===== src/rtl/sram_ctrl.sv =====
// sram_ctrl: single-request SRAM controller with fixed read latency and range checking
module sram_ctrl #(
   parameter int ADDRW      = 32,
   parameter int DATAW      = 32,
   parameter int MASKW      = DATAW / 8,
   parameter int MEM_DEPTH  = 1024,
   parameter int RD_LATENCY = 1,
   localparam int OFFW      = $clog2(MASKW),
   localparam int IDXW      = $clog2(MEM_DEPTH)
) (
   input  logic             clk_i,
   input  logic             rst_ni,
   input  logic [ADDRW-1:0] addr_i,
   input  logic [DATAW-1:0] wdata_i,
   input  logic [MASKW-1:0] mask_i,
   input  logic             we_i,
   input  logic             valid_i,
   output logic [DATAW-1:0] rdata_o,
   output logic             resp_o,
   output logic             err_o,
   output logic             mem_en_o,
   output logic             mem_we_o,
   output logic [IDXW-1:0]  mem_addr_o,
   output logic [DATAW-1:0] mem_wdata_o,
   output logic [MASKW-1:0] mem_wmask_o,
   input  logic [DATAW-1:0] mem_rdata_i
);
   localparam int CNTW = $clog2(RD_LATENCY + 1);
   localparam logic [1:0] IDLE = 2'd0;
   localparam logic [1:0] WAIT = 2'd1;
   localparam logic [1:0] RESP = 2'd2;
   logic [1:0]      state_q, state_d;
   logic [CNTW-1:0] cnt_q, cnt_d;
   logic            we_q, we_d, err_q, err_d;
   logic            in_range, accept, mem_go;
   // Upper address bits beyond the SRAM word range must all be zero; a shift
   // keeps this valid even when the index covers the whole address.
   assign in_range = (addr_i >> (OFFW + IDXW)) == '0;
   assign accept   = rst_ni && state_q == IDLE && valid_i;
   assign mem_go   = accept && in_range;
   assign mem_en_o    = mem_go;
   assign mem_we_o    = mem_go && we_i;
   assign mem_addr_o  = mem_go ? addr_i[OFFW +: IDXW] : '0;
   assign mem_wdata_o = mem_go ? wdata_i : '0;
   assign mem_wmask_o = mem_go ? mask_i : '0;
   assign resp_o  = rst_ni && state_q == RESP;
   assign err_o   = resp_o && err_q;
   assign rdata_o = (resp_o && !we_q && !err_q) ? mem_rdata_i : '0;
   // Next-state logic: latch request kind at acceptance, count down read latency
   always_comb begin
      state_d = state_q;
      cnt_d   = cnt_q;
      we_d    = we_q;
      err_d   = err_q;
      case (state_q)
         IDLE: if (accept) begin
            we_d  = we_i;
            err_d = !in_range;
            if (we_i || !in_range || RD_LATENCY == 1) state_d = RESP;
            else begin
               state_d = WAIT;
               cnt_d   = CNTW'(RD_LATENCY - 1);
            end
         end
         WAIT: if (cnt_q <= CNTW'(1)) begin
            state_d = RESP;
            cnt_d   = '0;
         end else cnt_d = cnt_q - CNTW'(1);
         default: state_d = IDLE;
      endcase
   end
   // State registers with synchronous active-low reset
   always_ff @(posedge clk_i) begin
      if (!rst_ni) begin
         state_q <= IDLE;
         cnt_q   <= '0;
         we_q    <= 1'b0;
         err_q   <= 1'b0;
      end else begin
         state_q <= state_d;
         cnt_q   <= cnt_d;
         we_q    <= we_d;
         err_q   <= err_d;
      end
   end
endmodule


===== config.mk =====
export PLATFORM = sky130hd
export DESIGN_NAME = sram_ctrl
export DESIGN_NICKNAME = d
export VERILOG_FILES = /design/src/rtl/sram_ctrl.sv
export SDC_FILE = /design/constraint.sdc
export NUM_CORES = 1
export LEC_CHECK = 0
export ABC_AREA = 1
export ABC_CLOCK_PERIOD_IN_PS = 1050
export CORE_ASPECT_RATIO = 0.6
export CORE_UTILIZATION = 16
export DETAILED_ROUTE_END_ITERATION = 8
export PLACE_DENSITY = 0.76
export SYNTH_ARGS = -nofsm -noshare
export SYNTH_HDL_FRONTEND = slang
export SYNTH_SLANG_ARGS = --single-unit

===== constraint.sdc =====
create_clock -name clk_i -period 1.05 [get_ports clk_i]
set_input_delay 0.1575 -clock clk_i [delete_from_list [all_inputs] [get_ports clk_i]]
set_output_delay 0.1575 -clock clk_i [all_outputs]
set_load 0.005 [all_outputs]

# Yosys cells after proc, flatten, opt, wreduce, memory -nomap -nowiden
# Index checks and enable logic that the tools add are counted.
dict set report totals {
  in_bits 104
  out_inout_bits 82
  elab_cells 33
  register_bits 5
}
dict set report op_classes {
  n_addsub 1
  n_lt_le_gt_ge 1
  muxes 8
  reduce_logical 15
  n_eq_ne 4
}
# op n
set ops {}
lappend ops {{32-bit 2-to-1 mux} 2}
lappend ops {{32-bit zero test} 1}
lappend ops {{10-bit 2-to-1 mux} 1}
lappend ops {{1-bit logical AND} 8}
lappend ops {{2-bit 2-to-1 mux} 2}
lappend ops {{4-bit 2-to-1 mux} 1}
lappend ops {{2-bit != test, second input constant} 2}
lappend ops {{2-bit one-hot mux with 2 select lines} 1}
lappend ops {{2-bit AND reduction} 2}
lappend ops {{1-bit zero test} 3}
lappend ops {{2-bit by 1-bit == test with 1-bit output, second input constant} 1}
lappend ops {{2-bit == test, second input constant} 1}
lappend ops {{2-bit zero test} 1}
lappend ops {{1-bit less-or-equal comparator, second input constant} 1}
lappend ops {{1-bit 2-to-1 mux} 1}
lappend ops {{1-bit subtractor, second input constant} 1}

# Logic depth before layout (Yosys ltp)
# Gate-level depths: netlist (run 1).
dict set report logic_depth {
  depth_word 5
  mapped_depth 7
  depth_no_buf 6
}

# Worst setup path after synthesis (run 1)
# No wires, ideal clock.
dict set report synth_path {
  path_type {register to output}
  start {register state_q[1]}
  end {output port mem_wdata_o[25]}
  arrival_ps 1046
  stages_incl_launch_ff 8
  slack_ps -153
  path_buffers 2
  path_cell_list {dfxtp_1 > inv_1 > nand3_2 > nor2_1 > nand3_1 > buf_6 > buf_6 > nor2_2}
}
dict set report synth_via {
  elab_chain_len 5
}
# item line_no
set synth_rtl {}
lappend synth_rtl {{start, declared} 32} ;# logic [1:0] state_q, state_d;
lappend synth_rtl {{start signal, assigned} 80} ;# state_q <= state_d;
lappend synth_rtl {{2-bit zero test} 39} ;# assign accept = rst_ni && state_q == IDLE && valid_i;
lappend synth_rtl {{1-bit logical AND (2 in a row)} 39}
lappend synth_rtl {{1-bit logical AND} 40} ;# assign mem_go = accept && in_range;
lappend synth_rtl {{32-bit 2-to-1 mux} 44} ;# assign mem_wdata_o = mem_go ? wdata_i : '0;
lappend synth_rtl {{end, declared} 24} ;# output logic [DATAW-1:0] mem_wdata_o,
# Every way passes these cells.

# Final worst setup path (run 1)
dict set report layout_path {
  start {register state_q[1]}
  end {output port mem_addr_o[1]}
}
dict set report layout_via {
  elab_chain_len 5
}
# item line_no
set layout_rtl {}
lappend layout_rtl {{2-bit zero test} 39}
lappend layout_rtl {{1-bit logical AND (2 in a row)} 39}
lappend layout_rtl {{1-bit logical AND} 40}
lappend layout_rtl {{10-bit 2-to-1 mux} 43} ;# assign mem_addr_o = mem_go ? addr_i[OFFW +: IDXW] : '0;
lappend layout_rtl {{end, declared} 23} ;# output logic [IDXW-1:0] mem_addr_o,
# Every way passes these cells.

==> summary.txt, run 1 <==
Run status
  – Outcome: complete, but fails checks
  – Failing checks: negative setup slack

Finish
  – Layout cell share with drive strength beyond 1: 0.522
  – Final net count: 542
  – Area growth, synth to finish: 320%
  – Antenna Cells: 0

Setup path
  – CP top delay family: buffers and inverters
  – Setup slack, reg-to-reg: -0.11 ns
  – WP data arrival: 1.59 ns
  – Worst Setup End Kind: primary output
  – WS Path Type: reg2out
  – WP data required: 0.89 ns
  – Crit path buf inv count: 6
  – Worst Setup SP: state_q[1]
  – Largest fanout on the critical path: 4
  – Startpoint Class: flop
  – RR Endpoint: err_q
  – R2R cell count: 8
  – Critical Path Slowest Stage Cell: dfxtp_2
  – Levels on crit path: 10
  – Crit path largest cell delay: 0.32 ns
  – FF-to-FF Start: state_q[1]
  – Crit-path cells: inv_2 -> nand3_4 -> nor2_4 -> nand3_4 -> buf_12 -> buf_8 -> buf_8 -> buf_6 -> nor2_4 -> buf_2

Die
  – Starting density of the core: 0.168
  – Die Wd: 96.8 µm
  – IO Count: 186
  – Num rows: 20
  – Die area: 5690 µm²
  – Core area: 5130 µm²
  – Die Y: 58.9 µm

Job
  – Maxcap violations: 0

GRT
  – Initial antenna violation count: 0
  – First-pass GRT wire length: 8.56 mm
  – Vias in the first global route: 1775
  – GRT overflow: 0
  – Pin count of the biggest net entering global routing: 15
  – GRT Overall Usage: 0.188

Clocking
  – Clock Pin Slew Worst Setup and Hold Paths: 0.03 ns
  – CTS tree: done
  – CTS Hold Buffers Added: 0
  – CTS max path bufs: 2
  – Later-pin clock latency in the skew report: 0.22 ns
  – Inserted Clock Buffers: 3
  – Clock root buffer: clkbuf_8
  – H-tree Lvls: 1
  – Num Clock Sinks: 3

Min path
  – Min-delay src: rst_ni
  – Worst hold path type: in2reg
  – Hold endpoint: we_q
  – Hold Path Stages: 4

Yosys
  – Ys flop type: dfxtp_1
  – Synthesized area per cell: 4.23 µm²
  – FFs w/ async S/R, synth: 0
  – Area of the mapped netlist: 862 µm²
  – Yosys Warn Count: 0
  – Post-synth EDFFs: 0
  – Sequential cell area fraction in the yosys report: 0.0697
  – Yosys reg bits: 3
  – Top cell type's share of synthesized area: 0.370
  – Cell with the most instances after synthesis: nor2_1
  – Largest area contributor in the netlist: nor2_1
  – Synth area leaders: nor2_1, inv_1, dfxtp_1
  – Syn_nets: 308
  – Distinct cells, synth: 11
  – Cells after Synth: 204
  – Post-synth top cells: nor2_1, inv_1, nand2_1

Drt
  – Via count: 1922
  – ANT nets after route: 0
  – Routed wire length: 6.28 mm
  – 1st-pass router iterations: 4
  – DRC viols: 0
  – WL/cell: 12.5 µm
  – Detailed Route Iter0 Violations: 23
  – Via density: 3.82

Timing
  – Max frequency: 0.573 GHz
  – Count of pins over their slew limit: 0
  – Minimum clock period: 1.74 ns
  – Setup Viol. Count Final: 83
  – Period utilisation layout: 1.66
  – Relative slew slack: 0.892
  – Unrepaired setup endpoints after global routing: yes
  – Final worst slack: -0.694 ns
  – Slew at the pin closest to its max-slew limit: 0.162 ns
  – Clk_skew: 0.000265 ns
  – Final hold vios: 0

Placement
  – Dpl ws: -0.998 ns
  – GP Congestion: 0.757
  – PortBufs: 183
  – HPWL Detailed: 3.76 mm

Power
  – Sw Share: 0.300
  – Reg power frac: 0.108
  – Logic pwr share: 0.613
  – P_int: 870 µW
  – Clock Power Share: 0.278
  – Leakage: 2.01 nW
  – Peak VDD IR: 0.000761 V
  – Power per standard cell area: 344 nW/µm²
  – Total Power: 1.24 mW
  – Psw: 374 µW
[power groups by stage]
stage / clock network, mW / registers, mW / logic [mW]
after floorplan: 0 / 0.130 / 0.117
after detailed placement: 0 / 0.131 / 0.576
after CTS: 0.349 / 0.133 / 0.654
after global routing: 0.367 / 0.136 / 0.820
after global placement: 0 / 0.130 / 0.566
final: 0.346 / 0.135 / 0.763
[metrics by stage]
stage	hold slack, ns	instances	TNS, ns	instance area, µm²	utilization
after floorplan	0.299	204	-2.26	925	-
after global placement	0.487	453	-73.88	2860	0.557
after detailed placement	0.510	453	-74.96	2860	0.557
after CTS	0.490	502	-48.01	3250	0.633
after global routing	0.534	503	-47.25	3620	0.706
final	0.506	503	-41.91	3620	0.706
[kinds of logic (layout without fill, tap and decap cells)]
logic type,count (synthesis),count (layout),synth area share
buffers and inverters,93,326,0.422
AO/OA/AOI/OAI,1,1,0.00580
flip-flops,3,3,0.0697
AND/OR/NAND/NOR,107,107,0.502
[final cells by class]
cell class,instances,area [µm²]
tap,66,82.6
timing repair buffer,237,2200
multi-input combinational,108,912
fill,425,1510
clock buffer,4,45.0
inverter,85,322
sequential,3,62.6
[layout by cell type, fill, tap and decap left out, types with 2 or more instances in the layout]
cell type / instances
nand3_4: 2
buf_16: 5
nand2_4: 2
clkbuf_8: 3
buf_8: 9
dfxtp_2: 2
dlygate4sd2_1: 21
clkdlybuf4s50_1: 79
nor2_2: 28
inv_1: 81
inv_2: 3
buf_2: 76
nor2_1: 16
nor2_4: 50
buf_4: 7
nand2_1: 7
buf_6: 32
buf_12: 6
[per-layer routing]
layer  global-route usage  wire, µm
met1                0.236      2370
met2                0.346      3580
met3               0.0404       275
met4               0.0192        57
met5                    0         0
[state kept, by name (all words and copies together) (netlist names)]
signal and cells:
err_q 1, state_q 1, we_q 1
[timing repair]
action                                  4_1_cts  5_1_grt
gates resized for setup                     412      123
cloned                                        9        1
endpoints found under the setup margin       83       83
buffers inserted                             36       10
pin swaps                                    22       24
[worst max path at each step]
stage | end | slack, ns
after floorplan | mem_wdata_o[25] | -0.12
after global placement | mem_wdata_o[22] | -1.02
after detailed placement | mem_wdata_o[22] | -1.0
after CTS | mem_addr_o[1] | -0.83
after global routing | mem_addr_o[1] | -0.76
final | mem_addr_o[1] | -0.69
[worst min-delay path, cell delays in order]
cell and delay [ns]:
clkdlybuf4s15_1 0.23, buf_4 0.16, nand3_1 0.08, o21ai_0 0.07
No activity file was read; power rests on OpenSTA's default activity.
==> run 2, diff against run 1 <==
--- a/config.mk
+++ b/config.mk
@@ -6,11 +6,11 @@
 export NUM_CORES = 1
 export LEC_CHECK = 0
 export ABC_AREA = 1
-export ABC_CLOCK_PERIOD_IN_PS = 1050
+export ABC_CLOCK_PERIOD_IN_PS = 2150
 export CORE_ASPECT_RATIO = 0.6
-export CORE_UTILIZATION = 16
+export CORE_UTILIZATION = 20
 export DETAILED_ROUTE_END_ITERATION = 8
-export PLACE_DENSITY = 0.76
+export PLACE_DENSITY = 0.88
 export SYNTH_ARGS = -nofsm -noshare
 export SYNTH_HDL_FRONTEND = slang
 export SYNTH_SLANG_ARGS = --single-unit
==> constraint.sdc (replaced) <==
create_clock -name clk_i -period 2.15 [get_ports clk_i]
set_input_delay 0.3225 -clock clk_i [delete_from_list [all_inputs] [get_ports clk_i]]
set_output_delay 0.3225 -clock clk_i [all_outputs]
set_load 0.005 [all_outputs]
==> summary.txt, run 2 (synthesized netlist as in run 1, its figures left out) <==
Power
  – Leakage: 1.69 nW (-16%)
  – Peak VDD IR: 0.000119 V (-84%)
  – Power per standard cell area: 177 nW/µm² (-48%)

Timing
  – Relative slew slack: 0.900 (+0.00839)
  – Period utilisation layout: 0.960
  – Setup Viol. Count Final: 0 (-100%)
  – Final hold vios: 0 (unchanged)
  – Clk_skew: 0.000786 ns (+0.000521 ns)
  – Slew at the pin closest to its max-slew limit: 0.150 ns (-0.0125 ns)
  – Unrepaired setup endpoints after global routing: no
  – Setup TNS: 0 ns (+41.91 ns)
  – Minimum clock period: 2.06 ns
  – Count of pins over their slew limit: 0 (unchanged)
  – Max frequency: 0.484 GHz

Job
  – Maxcap violations: 0 (unchanged)

Drt
  – Routed wire length: 4.26 mm (-32%)
  – Via count: 1691 (-12%)
  – WL/cell: 9.43 µm (-24%)
  – Detailed Route Iter0 Violations: 19 (-17%)
  – 1st-pass router iterations: 4 (unchanged)
  – ANT nets after route: 0 (unchanged)
  – DRC viols: 0 (unchanged)
  – Via density: 3.74 (-2.1%)

Placement
  – PortBufs: 183 (unchanged)
  – GP Congestion: 0.726 (-4.0%)
  – HPWL Detailed: 3.67 mm (-2.5%)
  – Placed cell area: 2810 µm² (-1.5%)

Clocking
  – Setup Buffers After CTS: 0 (-100%)
  – Clock root buffer: clkbuf_8
  – Later-pin clock latency in the skew report: 0.21 ns (about the same)
  – H-tree Lvls: 1 (unchanged)
  – Num Clock Sinks: 3 (unchanged)
  – Inserted Clock Buffers: 3 (unchanged)
  – Clock Pin Slew Worst Setup and Hold Paths: 0.03 ns (about the same)
  – CTS max path bufs: 2 (unchanged)
  – CTS tree: done

Setup path
  – Setup slack, reg-to-reg: 0.97 ns (+1.08 ns)
  – Largest fanout on the critical path: 17 (+13)
  – WP data arrival: 1.74 ns (+0.15 ns)
  – WS Path Type: in2out
  – Worst Setup End Kind: primary output
  – WP data required: 1.83 ns (+0.94 ns)
  – Startpoint Class: primary input

Min path
  – Worst hold path type: reg2reg

GRT
  – Pin count of the biggest net entering global routing: 35 (+20)
  – GRT Overall Usage: 0.165 (-0.0228)
  – GRT overflow: 0 (unchanged)
  – First-pass GRT wire length: 6.07 mm (-29%)
  – Initial antenna violation count: 0 (unchanged)
  – Vias in the first global route: 1490 (-16%)

Finish
  – Final Cell Area: 2830 µm² (-22%)
  – Final net count: 497 (-8.3%)
  – Most frequent cells in the layout: clkdlybuf4s50_1, inv_1, nor2_1
  – Fill cells: 392 (-7.8%)
  – Layout cell share with drive strength beyond 1: 0.0740 (-0.448)
  – Area growth, synth to finish: 229%
  – Biggest regs: err_q x1, state_q x1, we_q x1
  – Most common cell after layout, fill and taps aside: clkdlybuf4s50_1
  – Antenna Cells: 0 (unchanged)

Die
  – Die Y: 52.9 µm (-10%)
  – Die Wd: 86.8 µm (-10%)
  – Core area: 4120 µm² (-20%)
  – IO Count: 186 (unchanged)
  – Num rows: 18 (-10%)
  – Starting density of the core: 0.209 (+0.0411)
  – Die area: 4590 µm² (-19%)

Run status
  – Outcome: finished clean
-- run 2: through the flow --
stage / total power, mW / util / instances / setup WS [ns] / hold slack (ns)
after global routing: 0.540 / 0.688 / 452 / 0.0104 / 0.516
after CTS: 0.509 / 0.681 / 451 / 0.0281 / 0.486
after detailed placement: 0.341 / 0.683 / 447 / -0.246 / 0.477
after floorplan: 0.118 / - / 204 / 0.770 / 0.453
after global placement: 0.334 / 0.683 / 447 / -0.230 / 0.474
final: 0.503 / 0.688 / 452 / 0.0860 / 0.482
-- run 2: where the power goes --
group | internal, mW | total [mW] | switching (mW)
sequential | 0.0605 | 0.0633 | 0.00283
clock | 0.126 | 0.163 | 0.0366
combinational | 0.205 | 0.276 | 0.0712
-- run 2: final timing paths --
kind	from	endpoint	cells past startpoint
max reg2reg	state_q[1]	err_q	7
max	valid_i	mem_addr_o[8]	7
min	we_q	we_q	2
min reg2reg	we_q	we_q	2
-- run 2: critical path: stages --
cell and delay, ns:
clkdlybuf4s50_1 0.49, nand3_2 0.10, nor2_2 0.17, nand3_4 0.12, clkbuf_16 0.20, nor2_1 0.08, dlygate4sd2_1 0.24
-- run 2: layout make-up --
| cell class | instances | area, µm² | area share |
|---|---|---|---|
| timing repair buffer | 192 | 1880 | 0.662 |
| clock buffer | 4 | 45.0 | 0.0159 |
| sequential | 3 | 60.1 | 0.0212 |
| tap | 60 | 75.1 | 0.0265 |
| multi-input combinational | 108 | 458 | 0.162 |
| inverter | 85 | 319 | 0.113 |
-- run 2: metal layers --
metal  track usage  wire length [µm]  up-vias  part of all wire
li1              -                 -      899                 -
met1         0.161              1580      710              0.37
met2         0.349              2240       78              0.53
met3        0.0452               414        4             0.097
met4        0.0389                21        0            0.0049
met5             0                 0        -                 0
-- run 2: repair_timing --
item | CTS | global route
hold buffers | 0 | 0
endpoints found under the setup margin | 80 | 15
gates cloned | 0 | 1
endpoints found under the hold margin | 0 | 0
pin swaps | 0 | 2
resized for setup | 52 | 6
==> run 3, diff against run 2 <==
--- a/config.mk
+++ b/config.mk
@@ -7,10 +7,13 @@
 export LEC_CHECK = 0
 export ABC_AREA = 1
 export ABC_CLOCK_PERIOD_IN_PS = 2150
+export CELL_PAD_IN_SITES_DETAIL_PLACEMENT = 0
+export CELL_PAD_IN_SITES_GLOBAL_PLACEMENT = 2
 export CORE_ASPECT_RATIO = 0.6
-export CORE_UTILIZATION = 20
+export CORE_UTILIZATION = 10
+export CTS_CLUSTER_DIAMETER = 40
 export DETAILED_ROUTE_END_ITERATION = 8
-export PLACE_DENSITY = 0.88
+export PLACE_DENSITY_LB_ADDON = 0.1
 export SYNTH_ARGS = -nofsm -noshare
 export SYNTH_HDL_FRONTEND = slang
 export SYNTH_SLANG_ARGS = --single-unit
==> summary.txt, run 3 (synthesized netlist as in run 1, its figures left out) <==
Setup path
  – Worst Setup SP: valid_i
  – WP data required: 1.83 ns (about the same)
  – Largest fanout on the critical path: 7 (-10)
  – WP data arrival: 1.83 ns (+0.09 ns)
  – Startpoint Class: primary input
  – WS Path Type: in2out
  – Worst Setup End Kind: primary output
  – FF-to-FF Start: state_q[1]

Power
  – Clock Power Share: 0.465 (+0.141)
  – Reg power frac: 0.100 (-0.026)
  – Leakage: 2.04 nW (+20%)
  – Total Power: 630 µW (+25%)
  – Psw: 125 µW (+13%)
  – P_int: 505 µW (+29%)
  – Logic pwr share: 0.434 (-0.116)
  – Power per standard cell area: 201 nW/µm² (+13%)
  – Sw Share: 0.198 (-0.0219)
  – Peak VDD IR: 0.000264 V (+120%)

GRT
  – Pin count of the biggest net entering global routing: 33 (-5.7%)
  – Met1 global-route usage: 0.108 (-0.0528)
  – GRT Overall Usage: 0.0933 (-0.0716)
  – First-pass GRT wire length: 6.64 mm (+9.5%)
  – Met2 Track Usage GR: 0.164 (-0.185)
  – Vias in the first global route: 1405 (-5.7%)
  – Initial antenna violation count: 0 (unchanged)
  – Most used routing layer: met2
  – Met3 Usage GRT: 0.0388 (-0.00642)
  – GRT overflow: 0 (unchanged)

Finish
  – Most frequent cells in the layout: clkdlybuf4s50_1, inv_1, nor2_1
  – Biggest regs: err_q x1, state_q x1, we_q x1
  – Fill cells: 883 (+130%)
  – Footprint of the multi-input gates: 500 µm² (+9.3%)
  – Antenna Cells: 0 (unchanged)
  – Layout cell share with drive strength beyond 1: 0.181 (+0.107)
  – Final net count: 509 (+2.4%)
  – Finished Layout Cells: 512 (+13%)
  – Most common cell after layout, fill and taps aside: clkdlybuf4s50_1
  – Area growth, synth to finish: 263%
  – Reg area: 60.1 µm² (unchanged)
  – Final Cell Area: 3130 µm² (+10%)

Placement
  – HPWL Detailed: 3.69 mm (+0.63%)
  – Placed cell area: 2860 µm² (+1.6%)
  – Placed Instances: 493 (+10%)
  – GP Congestion: 0.657 (-9.5%)
  – PortBufs: 183 (unchanged)

Clocking
  – CTS tree: done
  – CTS Hold Buffers Added: 0 (unchanged)
  – H-tree Lvls: 1 (unchanged)
  – Clock Pin Slew Worst Setup and Hold Paths: 0.03 ns (about the same)
  – Inserted Clock Buffers: 3 (unchanged)
  – CTS max path bufs: 2 (unchanged)
  – Num Clock Sinks: 3 (unchanged)
  – Later-pin clock latency in the skew report: 0.22 ns (about the same)
  – Clock root buffer: clkbuf_16

Die
  – Starting density of the core: 0.106 (-0.103)
  – Num rows: 25 (+7)
  – Die Y: 73.9 µm (+40%)
  – Core area: 8100 µm² (+97%)
  – Die area: 9010 µm² (+96%)
  – Die Wd: 122 µm (+40%)
  – IO Count: 186 (unchanged)

Timing
  – Slew at the pin closest to its max-slew limit: 0.146 ns (-0.00345 ns)
  – Minimum clock period: 2.15 ns (+0.0857 ns)
  – Final hold vios: 0 (unchanged)
  – Setup Viol. Count Final: 0 (unchanged)
  – Max frequency: 0.465 GHz (-4.0%)
  – Unrepaired setup endpoints after global routing: yes
  – Count of pins over their slew limit: 0 (unchanged)
  – Clk_skew: 0.000120 ns (-0.000667 ns)
  – Relative slew slack: 0.902 (+0.00230)
  – Period utilisation layout: 1.00 (+0.0399)

Min path
  – Min-delay src: we_q
  – Worst hold path type: reg2reg

Drt
  – 1st-pass router iterations: 4 (unchanged)
  – Via count: 1686 (-0.30%)
  – Routed wire length: 4.89 mm (+15%)
  – Detailed Route Iter0 Violations: 44 (+25)
  – ANT nets after route: 0 (unchanged)
  – Via density: 3.29 (-12%)
  – DRC viols: 0 (unchanged)
  – WL/cell: 9.54 µm (+1.1%)

Job
  – Maxcap violations: 0 (unchanged)

Run status
  – Outcome: finished clean
[run 3: cell count changes in the layout (fill, tap and decap cells not counted), moves of 10 or more]
cell / change
dlygate4sd2_1: -35
dlymetal6s2s_1: +28
clkdlybuf4s50_1: -16
nor2_1: -10
clkbuf_2: +16
[run 3: worst max-delay path, stage by stage]
cell and delay (ns):
clkdlybuf4s50_1 0.48, nand3_2 0.11, nor2_4 0.14, nand3_4 0.12, buf_4 0.17, clkbuf_16 0.15
buf_4 0.13, nor2_1 0.08, clkbuf_2 0.12
[run 3: stage by stage]
stage | TNS [ns] | setup slack [ns] | hold WS (ns) | utilization
2_1_floorplan | 0 | 0.770 | 0.453 | -
3_3_place_gp | -12.43 | -0.220 | 0.492 | 0.353
3_5_place_dp | -13.10 | -0.224 | 0.483 | 0.353
4_1_cts | -3.59 | -0.195 | 0.495 | 0.371
5_1_grt | -1.28 | -0.0965 | 0.538 | 0.386
6_report | 0 | 0.000274 | 0.493 | 0.386
[run 3: power groups by stage]
stage | Combinational [mW] | Sequential (mW) | Clock, mW
finish | 0.274 | 0.0632 | 0.293
global route | 0.299 | 0.0640 | 0.306
CTS | 0.276 | 0.0632 | 0.298
detailed placement | 0.273 | 0.0637 | 0
global placement | 0.271 | 0.0638 | 0
floorplan | 0.0545 | 0.0631 | 0
[run 3: what timing repair did]
item                                    4_1_cts  5_1_grt
endpoints found under the setup margin       80       51
resized for setup                            42       98
buffers inserted                              3        9
gates cloned                                  2        1
hold endpoints to repair                      0        0
pin swaps                                     3       16
[run 3: metal layers]
metal  part of all wire  vias up  routed length [µm]
met5                  0        -                   0
li1                   -      926                   -
met3               0.13        2                 639
met4             0.0029        0                  14
met1               0.39      669                1920
met2               0.47       89                2310
[run 3: path summary, 6_finish.rpt]
check	end	slack, ns	depth (start not counted)
setup / recovery	mem_wmask_o[3]	0.0003	9
hold / removal	we_q	0.49	2
setup reg to reg	err_q	0.90	8
hold reg to reg	we_q	0.49	2
[run 3: cell type report]
cell class                 count  share of cell area
timing repair buffer         204               0.651
tap                          108              0.0432
clock buffer                   4              0.0252
sequential                     3              0.0192
multi-input combinational    108               0.160
inverter                      85               0.102
